[src/rtl/up_down_cnt_pkg.sv]
// Shared types and defaults for the parametrised up/down modulus counter.
// Imported by the counter top and its next-value calculator.
package up_down_cnt_pkg;

    typedef enum logic {
        CNT_WRAP = 1'b0,
        CNT_SAT  = 1'b1
    } cnt_mode_e;

    localparam int DEF_WIDTH   = 16;
    localparam int DEF_RST_VAL = 0;

endpackage

[src/rtl/up_down_cnt_next.sv]
// Combinational next-count calculator: produces the value the counter would
// take on an enabled count, plus the overflow/underflow boundary events.
module up_down_cnt_next
    import up_down_cnt_pkg::*;
#(
    parameter int WIDTH = DEF_WIDTH
) (
    input  logic [WIDTH-1:0] data_out,
    input  logic [WIDTH-1:0] step,
    input  logic [WIDTH-1:0] max_val,
    input  logic             updn_cnt,
    input  cnt_mode_e        mode,
    output logic [WIDTH-1:0] nxt,
    output logic             ovf_evt,
    output logic             unf_evt
);

    logic [WIDTH:0]   sum;
    logic [WIDTH-1:0] diff;

    // The extra sum bit keeps a carry out of WIDTH visible to the bound check,
    // so a sum past 2^WIDTH-1 still reads as exceeding max_val.
    always_comb begin
        sum     = {1'b0, data_out} + {1'b0, step};
        diff    = data_out - step;
        nxt     = data_out;
        ovf_evt = 1'b0;
        unf_evt = 1'b0;

        if (updn_cnt) begin
            if (sum > {1'b0, max_val}) begin
                ovf_evt = 1'b1;
                nxt     = (mode == CNT_SAT) ? max_val : '0;
            end else begin
                nxt = sum[WIDTH-1:0];
            end
        end else begin
            if (step > data_out) begin
                unf_evt = 1'b1;
                nxt     = (mode == CNT_SAT) ? '0 : max_val;
            end else begin
                nxt = diff;
            end
        end
    end

endmodule

[src/rtl/up_down_mod_counter.sv]
// Parametrised up/down counter with runtime modulus and step, wrap/saturate
// mode, one-cycle terminal-count pulse and sticky overflow/underflow flags.
module up_down_mod_counter
    import up_down_cnt_pkg::*;
#(
    parameter int               WIDTH   = DEF_WIDTH,
    parameter logic [WIDTH-1:0] RST_VAL = WIDTH'(DEF_RST_VAL)
) (
    input  logic             clk,
    input  logic             rst,
    input  logic             count_enb,
    input  logic             updn_cnt,
    input  logic             ld_cnt,
    input  logic [WIDTH-1:0] data_in,
    input  logic [WIDTH-1:0] max_val,
    input  logic [WIDTH-1:0] step,
    input  cnt_mode_e        mode,
    input  logic             clr_flags,
    output logic [WIDTH-1:0] data_out,
    output logic             tc,
    output logic             ovf,
    output logic             unf
);

    logic [WIDTH-1:0] nxt;
    logic             ovf_evt;
    logic             unf_evt;
    logic             do_count;

    up_down_cnt_next #(
        .WIDTH (WIDTH)
    ) u_next (
        .data_out (data_out),
        .step     (step),
        .max_val  (max_val),
        .updn_cnt (updn_cnt),
        .mode     (mode),
        .nxt      (nxt),
        .ovf_evt  (ovf_evt),
        .unf_evt  (unf_evt)
    );

    assign do_count = count_enb && (step != '0);

    // Flag clear is applied first so a coinciding boundary event wins.
    always_ff @(posedge clk) begin
        if (rst) begin
            data_out <= RST_VAL;
            tc       <= 1'b0;
            ovf      <= 1'b0;
            unf      <= 1'b0;
        end else begin
            tc <= 1'b0;
            if (clr_flags) begin
                ovf <= 1'b0;
                unf <= 1'b0;
            end
            if (ld_cnt) begin
                data_out <= (data_in > max_val) ? max_val : data_in;
            end else if (do_count) begin
                data_out <= nxt;
                tc       <= ovf_evt | unf_evt;
                if (ovf_evt) ovf <= 1'b1;
                if (unf_evt) unf <= 1'b1;
            end
        end
    end

endmodule
[config.mk]
export PLATFORM = sky130hd
export DESIGN_NAME = up_down_mod_counter
export DESIGN_NICKNAME = d
export VERILOG_FILES = /design/src/rtl/up_down_cnt_pkg.sv /design/src/rtl/up_down_cnt_next.sv /design/src/rtl/up_down_mod_counter.sv
export SDC_FILE = /design/constraint.sdc
export NUM_CORES = 1
export LEC_CHECK = 0
export BUFFER_PORTS_ARGS = -buffer_cell sky130_fd_sc_hd__buf_2
export CORE_UTILIZATION = 41
export CTS_BUF_LIST = sky130_fd_sc_hd__clkbuf_16
export DETAILED_ROUTE_END_ITERATION = 7
export GPL_TIMING_DRIVEN = 0
export PLACE_DENSITY_LB_ADDON = 0.2
export SETUP_SLACK_MARGIN = 0.2
export SYNTH_ARGS = -nofsm -noshare
export SYNTH_HDL_FRONTEND = slang
export SYNTH_HIERARCHICAL = 1
export SYNTH_SLANG_ARGS = --single-unit
[constraint.sdc]
create_clock -name clk -period 10.6 [get_ports clk]
set_clock_uncertainty 0.05 [all_clocks]
set_input_delay 1.06 -clock clk [delete_from_list [all_inputs] [get_ports clk]]
set_output_delay 1.06 -clock clk [all_outputs]
set_load 0.005 [all_outputs]
==> results of run 1 <==
## state kept, by name (all words and copies together), names as in the netlist
signal / cells
data_out: 16
ovf: 1
tc: 1
unf: 1
## report_power, final
part	switching (uW)	leakage, uW	internal [uW]
clock	30.6	0.0000409	50.7
combinational	231	0.00213	158
sequential	13.6	0.000158	79.3
## routing by layer
| layer | vias to the layer above | routed length (microns) | part of all wire (%) | GRT usage (%) |
|---|---|---|---|---|
| li1 | 2359 | - | - | - |
| met1 | 2328 | 6779 | 45 | 36.07 |
| met2 | 179 | 6992 | 46 | 46.31 |
| met3 | 35 | 837 | 5.6 | 1.996 |
| met4 | 0 | 468 | 3.1 | 11.27 |
| met5 | - | 0 | 0 | 0 |
## worst min-delay path by stage
stage	startpoint	to	slack, ps	cells past startpoint
final	unf	unf	440	2
after global routing	unf	unf	490	2
after CTS	unf	unf	440	2
after detailed placement	unf	unf	430	2
after global placement	ovf	ovf	420	2
after floorplan	unf	unf	430	2
## cell type report
type / count / share of cell area, %
flip-flops and latches: 19 / 7.665
plain buffers: 36 / 4.387
clock inverters: 1 / 0.1009
well taps: 136 / 3.429
clock buffers: 3 / 1.513
multi-input cells: 451 / 69.16
repair buffers: 71 / 7.161
inverters: 87 / 6.581
## cells by family after synthesis
kind of cell | count (synthesis) | share of synthesized area, %
compound gates | 208 | 35.84
simple gates | 153 | 18.67
buf+inv | 123 | 12.49
fa+ha+maj | 66 | 19.30
xor+xnor | 20 | 4.021
flops | 19 | 8.731
mux | 4 | 0.9477
## placed cells by master (no fill, tap or decap), types with 19 or more instances in the layout
master   instances
ha_1            64
inv_1           86
buf_2           81
nand2_1         26
o311a_1         19
nor3_1          21
nor2_1          38
dfxtp_1         19
a21oi_1         59
a31oi_1         22
## critical path, delay by kind of cell
family	cells	cell delay, ps
multiplexers	1	250
AND/OR/NAND/NOR	3	470
adder cells (fa/ha/maj)	3	810
AO/OA/AOI/OAI	12	2590
buffers and inverters	3	340
## through the flow
step	cells	setup slack, ps	utilization, %	instance area [sq um]
6_report	804	5174	48.07	4962
5_1_grt	804	4916	48.07	4962
4_1_cts	804	5223	48.07	4962
3_5_place_dp	800	4975	47.29	4882
3_3_place_gp	800	5013	47.29	4882
2_1_floorplan	593	5756	-	4357
==> results.py, run 1 <==
metrics = {
    "die": {
        "die_w_microns": 105.1,
        "ios": 74,
        "rows": 37,
        "initial_utilization_pct": 42.20,
        "core_area_sq_um": 10320,
        "dieHeight_microns": 105.1,
        "fp.dieArea_sq_um": 11040,
    },
    "run_status": {
        "status": "finished, final reports clean",
    },
    "synthesis": {
        "synth_cell_types": 70,
        "yosysMostFrequentCell": "inv_1",
        "syn_nets": 714,
        "synth_flop_cell": "dfxtp_1",
        "yosys_warnings": 6,
        "synth_cells": 593,
        "avgSynthCellArea_sq_um": 7.347,
        "syn_area_sq_um": 4357,
        "synth_top_cell_by_area": "ha_1",
        "ys_top_cells_by_area": "ha_1 18%, dfxtp_1 8.7%, inv_1 7.4%",
        "synth_top_area_share_pct": 18.38,
        "ys_seq_area_share_pct": 8.731,
        "synth_seq_cells": 19,
        "synth-edff-count": 0,
        "synth_common_cells": "86 x inv_1, 64 x ha_1, 59 x a21oi_1",
        "async_flop_share_pct": 0,
    },
    "final_layout": {
        "seqCellArea_sq_um": 380.4,
        "n_fill_cell": 1074,
        "diodes": 0,
        "nets": 790,
        "final_layout_size_suffix_gt1_share_pct": 19.31,
        "multiInputGateArea_sq_um": 3432,
        "areaGrowthSynthToFinish_pct": 13.90,
    },
    "detailed_routing": {
        "drt-pass1-iter-count": 5,
        "vias": 4901,
        "drc": 0,
        "drt_wl_total_microns": 15080,
        "via_per_inst": 6.096,
        "antenna_left": 0,
        "first_iter_violations": 364,
        "wl_per_cell_microns": 18.75,
    },
    "worst_setup_path": {
        "endpoint": "data_out[11]",
        "timing.rr.end": "data_out[11]",
        "r2r-start": "data_out[0]",
        "crit_fanout": 10,
        "rr_worst_depth": 21,
        "worstSetupStartpointType": "primary input",
        "critical_path_required_ps": 10690,
        "worstPathCellList": "buf_2 -> ha_1 -> inv_1 -> fa_1 -> nor2_1 -> o221ai_1 -> a311oi_1 -> o21bai_1 -> a21oi_1 -> mux2i_1 -> and3_1 -> ha_1 -> o211ai_1 -> a21oi_1 -> a2111oi_2 -> o211a_1 -> buf_6 -> nor2_1 -> a211oi_1 -> a21oi_1 -> o221a_2 -> o311a_1",
        "reg2reg_slack_ps": 5610,
        "cp_slowest_cell": "a311oi_1",
        "path_class": "primary input to flip-flop",
        "cpMostUsedCell": "a21oi_1",
        "critPathLaunch": "step[0]",
        "cp.arrival_ps": 5520,
        "slowest_delay_ps": 420,
        "critPathCaptureType": "flip-flop",
    },
    "timing": {
        "fin_crit_ps": 5426,
        "finalSetupViolCount": 0,
        "hold_violations": 0,
        "drv_slew": 0,
        "grt_setup_unrepaired": "no",
        "fmax_ghz": 0.1843,
        "finalCritPeriodShare_pct": 51.19,
        "fin_setup_tns_ps": 0,
        "worst_slew_pin_slew_ps": 694.9,
        "slew_headroom_pct": 53.25,
        "hold_slack_ps": 442.0,
    },
    "power": {
        "total_power_uw": 563.3,
        "power_density_nw_per_um2": 113.5,
        "p_leak_uw": 0.002334,
        "max-vdd-ir-drop_mv": 0.06536,
    },
    "hold_path": {
        "hold_path.class": "flip-flop to flip-flop",
    },
    "clock_network": {
        "clock_latency_ps": 260,
        "hold_buffers": 0,
        "clkTransAtPathRegs_ps": 60,
        "numCtsBuffers": 3,
        "clock_sinks": 19,
        "cts_root_buf": "clkbuf_16",
        "cts_tree": "yes",
        "post-cts-setup-buffers": 0,
        "clk_path_buf_depth": 2,
        "cts_resized": 0,
        "h-tree-depth": 1,
    },
    "global_routing": {
        "grt_pass1_wl_microns": 24140,
        "grt_overflow": 0,
        "grt_max_degree": 12,
        "grt_pass1_vias": 4766,
        "antenna_found_initial": 0,
        "grt_use_total_pct": 27.46,
    },
    "placed_design": {
        "finalWeightedCongestion": 0.9513,
        "port-buffer-count": 71,
        "dp_hpwl_microns": 12420,
    },
    "job": {
        "drv_cap": 0,
    },
}
Power figures use the tool's default switching activity.
==> run 2, diff against run 1 <==
Settings changed: ABC_AREA set to 1.
Clock period 10.6 ns to 4.35 ns, I/O delays scaled along.
==> results.py, run 2 <==
metrics = {
    "synthesis": {
        "yosys_warnings": 6,
        "syn_area_sq_um": 4352,
        "synth_cell_types": 41,
        "ys_seq_area_share_pct": 8.741,
        "synth_flop_cell": "dfxtp_1",
        "yosysMostFrequentCell": "nand2_1",
        "synth_top_area_share_pct": 18.40,
        "synth-edff-count": 0,
        "syn_nets": 858,
        "async_flop_share_pct": 0,
        "synth_common_cells": "165 x nand2_1, 121 x inv_1, 90 x nand3_1",
        "synth_top_cell_by_area": "ha_1",
        "synth_seq_cells": 19,
        "avgSynthCellArea_sq_um": 5.905,
        "synth_cells": 737,
        "ys_top_cells_by_area": "ha_1 18%, nand2_1 14%, inv_1 10%",
    },
    "final_layout": {
        "final_common_cell": "nand2_1",
        "areaGrowthSynthToFinish_pct": 16.24,
        "diodes": 0,
        "top_register": "data_out",
        "n_fill_cell": 1115,
        "final_layout_size_suffix_gt1_share_pct": 16.65,
        "final_cells": 953,
        "nets": 939,
        "mostFrequentLayoutCells": "165 x nand2_1, 122 x inv_1, 90 x nand3_1",
        "largest_register_ffs": 16,
    },
    "timing": {
        "finalSetupViolCount": 0,
        "grt_setup_unrepaired": "no",
        "worst_slew_pin_slew_ps": 586.5,
        "fin_setup_tns_ps": 0,
        "fmax_ghz": 0.2572,
        "fin_crit_ps": 3887,
        "finalCritPeriodShare_pct": 89.36,
        "slew_headroom_pct": 60.54,
        "drv_slew": 0,
        "hold_slack_ps": 323.1,
        "hold_violations": 0,
    },
    "die": {
        "fp.dieArea_sq_um": 11030,
        "ios": 74,
        "dieHeight_microns": 105.0,
        "rows": 37,
        "initial_utilization_pct": 42.15,
        "core_area_sq_um": 10320,
        "die_w_microns": 105.0,
    },
    "worst_setup_path": {
        "worstSetupStartpointType": "flip-flop",
        "r2r-start": "data_out[0]",
        "crit_fanout": 6,
        "rr_worst_depth": 26,
        "reg2reg_slack_ps": 460,
        "timing.rr.end": "data_out[3]",
        "critical_path_required_ps": 4440,
        "critPathCaptureType": "flip-flop",
        "cp.arrival_ps": 3980,
        "path_class": "flip-flop to flip-flop",
    },
    "power": {
        "p_clk_share_pct": 15.0,
        "max-vdd-ir-drop_mv": 0.1441,
        "swShare_pct": 51.40,
        "p_leak_uw": 0.002905,
        "switchingPower_uw": 681.1,
        "power_density_nw_per_um2": 261.9,
        "pwr-share-comb_pct": 68.7,
        "seq_power_share_pct": 16.3,
        "p_int_uw": 643.9,
    },
    "detailed_routing": {
        "wl_per_cell_microns": 15.59,
        "first_iter_violations": 409,
        "drt-pass1-iter-count": 5,
        "vias": 5084,
        "antenna_left": 0,
        "drt_wl_total_microns": 14850,
        "via_per_inst": 5.335,
        "drc": 0,
    },
    "hold_path": {
        "holdPathEnd": "tc",
        "holdCritStartpoint": "rst",
        "holdPathStages": 2,
        "hold_path.class": "primary input to flip-flop",
    },
    "placed_design": {
        "port-buffer-count": 72,
        "finalWeightedCongestion": 0.9891,
        "dp_hpwl_microns": 12170,
        "dpl.cell_count": 945,
    },
    "clock_network": {
        "hold_buffers": 0,
        "cts_root_buf": "clkbuf_16",
        "clkTransAtPathRegs_ps": 60,
        "cts_tree": "yes",
        "h-tree-depth": 1,
        "clock_sinks": 19,
        "clk_path_buf_depth": 2,
        "clock_latency_ps": 260,
        "numCtsBuffers": 3,
    },
    "global_routing": {
        "grt_overflow": 0,
        "grt_pass1_vias": 4714,
        "antenna_found_initial": 0,
        "grt_max_degree": 11,
        "grt_pass1_wl_microns": 23850,
        "grt_use_total_pct": 27.28,
    },
    "job": {
        "drv_cap": 0,
    },
    "run_status": {
        "status": "finished, final reports clean",
    },
}
## run 2: cell count changes after synthesis, sizes merged, moves of 11 or more
cell	change
a211oi	-11
a31oi	-22
inv	+45
nand2	+151
nand3	+84
nor3	-17
o21ai	+44
o221a	-15
o311a	-19
o311ai	-14
xnor2	-16
xor2	+12
## run 2: kinds of logic after synthesis
family | count (synthesis) | synth area share [%]
and+or+nand+nor | 328 | 33.73
buffers and inverters | 163 | 15.58
adders and majority gates | 66 | 19.32
AOI/OAI and AO/OA | 145 | 19.41
DFF | 19 | 8.741
xor gates and xnor gates | 16 | 3.220
## run 2: worst max-delay path by stage
| stage | from | to | slack, ps | cells after the start |
|---|---|---|---|---|
| finish | data_out[0] | data_out[3] | 460 | 26 |
| global route | data_out[2] | data_out[7] | 200 | 28 |
| CTS | data_out[0] | data_out[12] | 200 | 26 |
| detailed placement | step[2] | data_out[12] | -160 | 29 |
| global placement | step[2] | data_out[7] | -130 | 29 |
| floorplan | step[0] | data_out[10] | 680 | 26 |
## run 2: layout make-up
type	instances	area, sq um	area share [%]
multi-input combinational	555	3344	66.11
timing repair buffer	76	390.4	7.717
inverter	134	503.0	9.943
buffer	29	186.4	3.685
tap	136	170.2	3.364
clock inverter	1	3.754	0.07420
clock buffer	3	75.07	1.484
sequential	19	385.4	7.618
## run 2: metrics by stage
stage                     utilization, %  worst slack (ps)  cell area, sq um  total power, uW
final                              49.00             462.7              5059             1325
after global routing               49.00             202.7              5059             1443
after CTS                          48.24             199.2              4980             1275
after detailed placement           47.29            -163.0              4882             1062
after global placement             47.29            -131.2              4882             1054
after floorplan                        -             684.6              4352            810.2
## run 2: power groups by stage
stage / registers, uW / logic (uW) / clock network [uW]
final: 215 / 910 / 199
after global placement: 218 / 836 / 0
after global routing: 218 / 1020 / 206
after CTS: 215 / 858 / 202
after detailed placement: 219 / 844 / 0
after floorplan: 210 / 600 / 0
## run 2: metal layers
metal  GRT usage, %  wire length, microns  vias up
met5              0                     0        -
met4          7.545                   365        0
met3          2.558                   971       35
li1               -                     -     2554
met2          44.65                  6556      203
met1          37.93                  6960     2292
## run 2: critical path: stages, from the launching register on
cell and delay [ps]:
dfxtp_4 380, ha_1 160, inv_1 50, fa_2 350
nand3b_1 180, nand2_2 110, a21oi_4 80, o21ai_4 200
xor2_2 230, inv_1 70, ha_1 290, a21o_1 190
nor2_1 100, nand3_1 110, nand2_1 80, nand2_1 50
nand2_1 50, nand2_1 50, nand2_1 50, nand2_1 70
nand2_4 140, buf_4 160, nand3_1 60, nand3_1 100
nand2_1 70, o21ai_0 230, a21oi_1 100
## run 2: repair_timing
item / in CTS / in global routing
buffers inserted: 0 / 4
pin swaps: 0 / 4
resized for setup: 5 / 21
setup endpoints to repair: 13 / 18
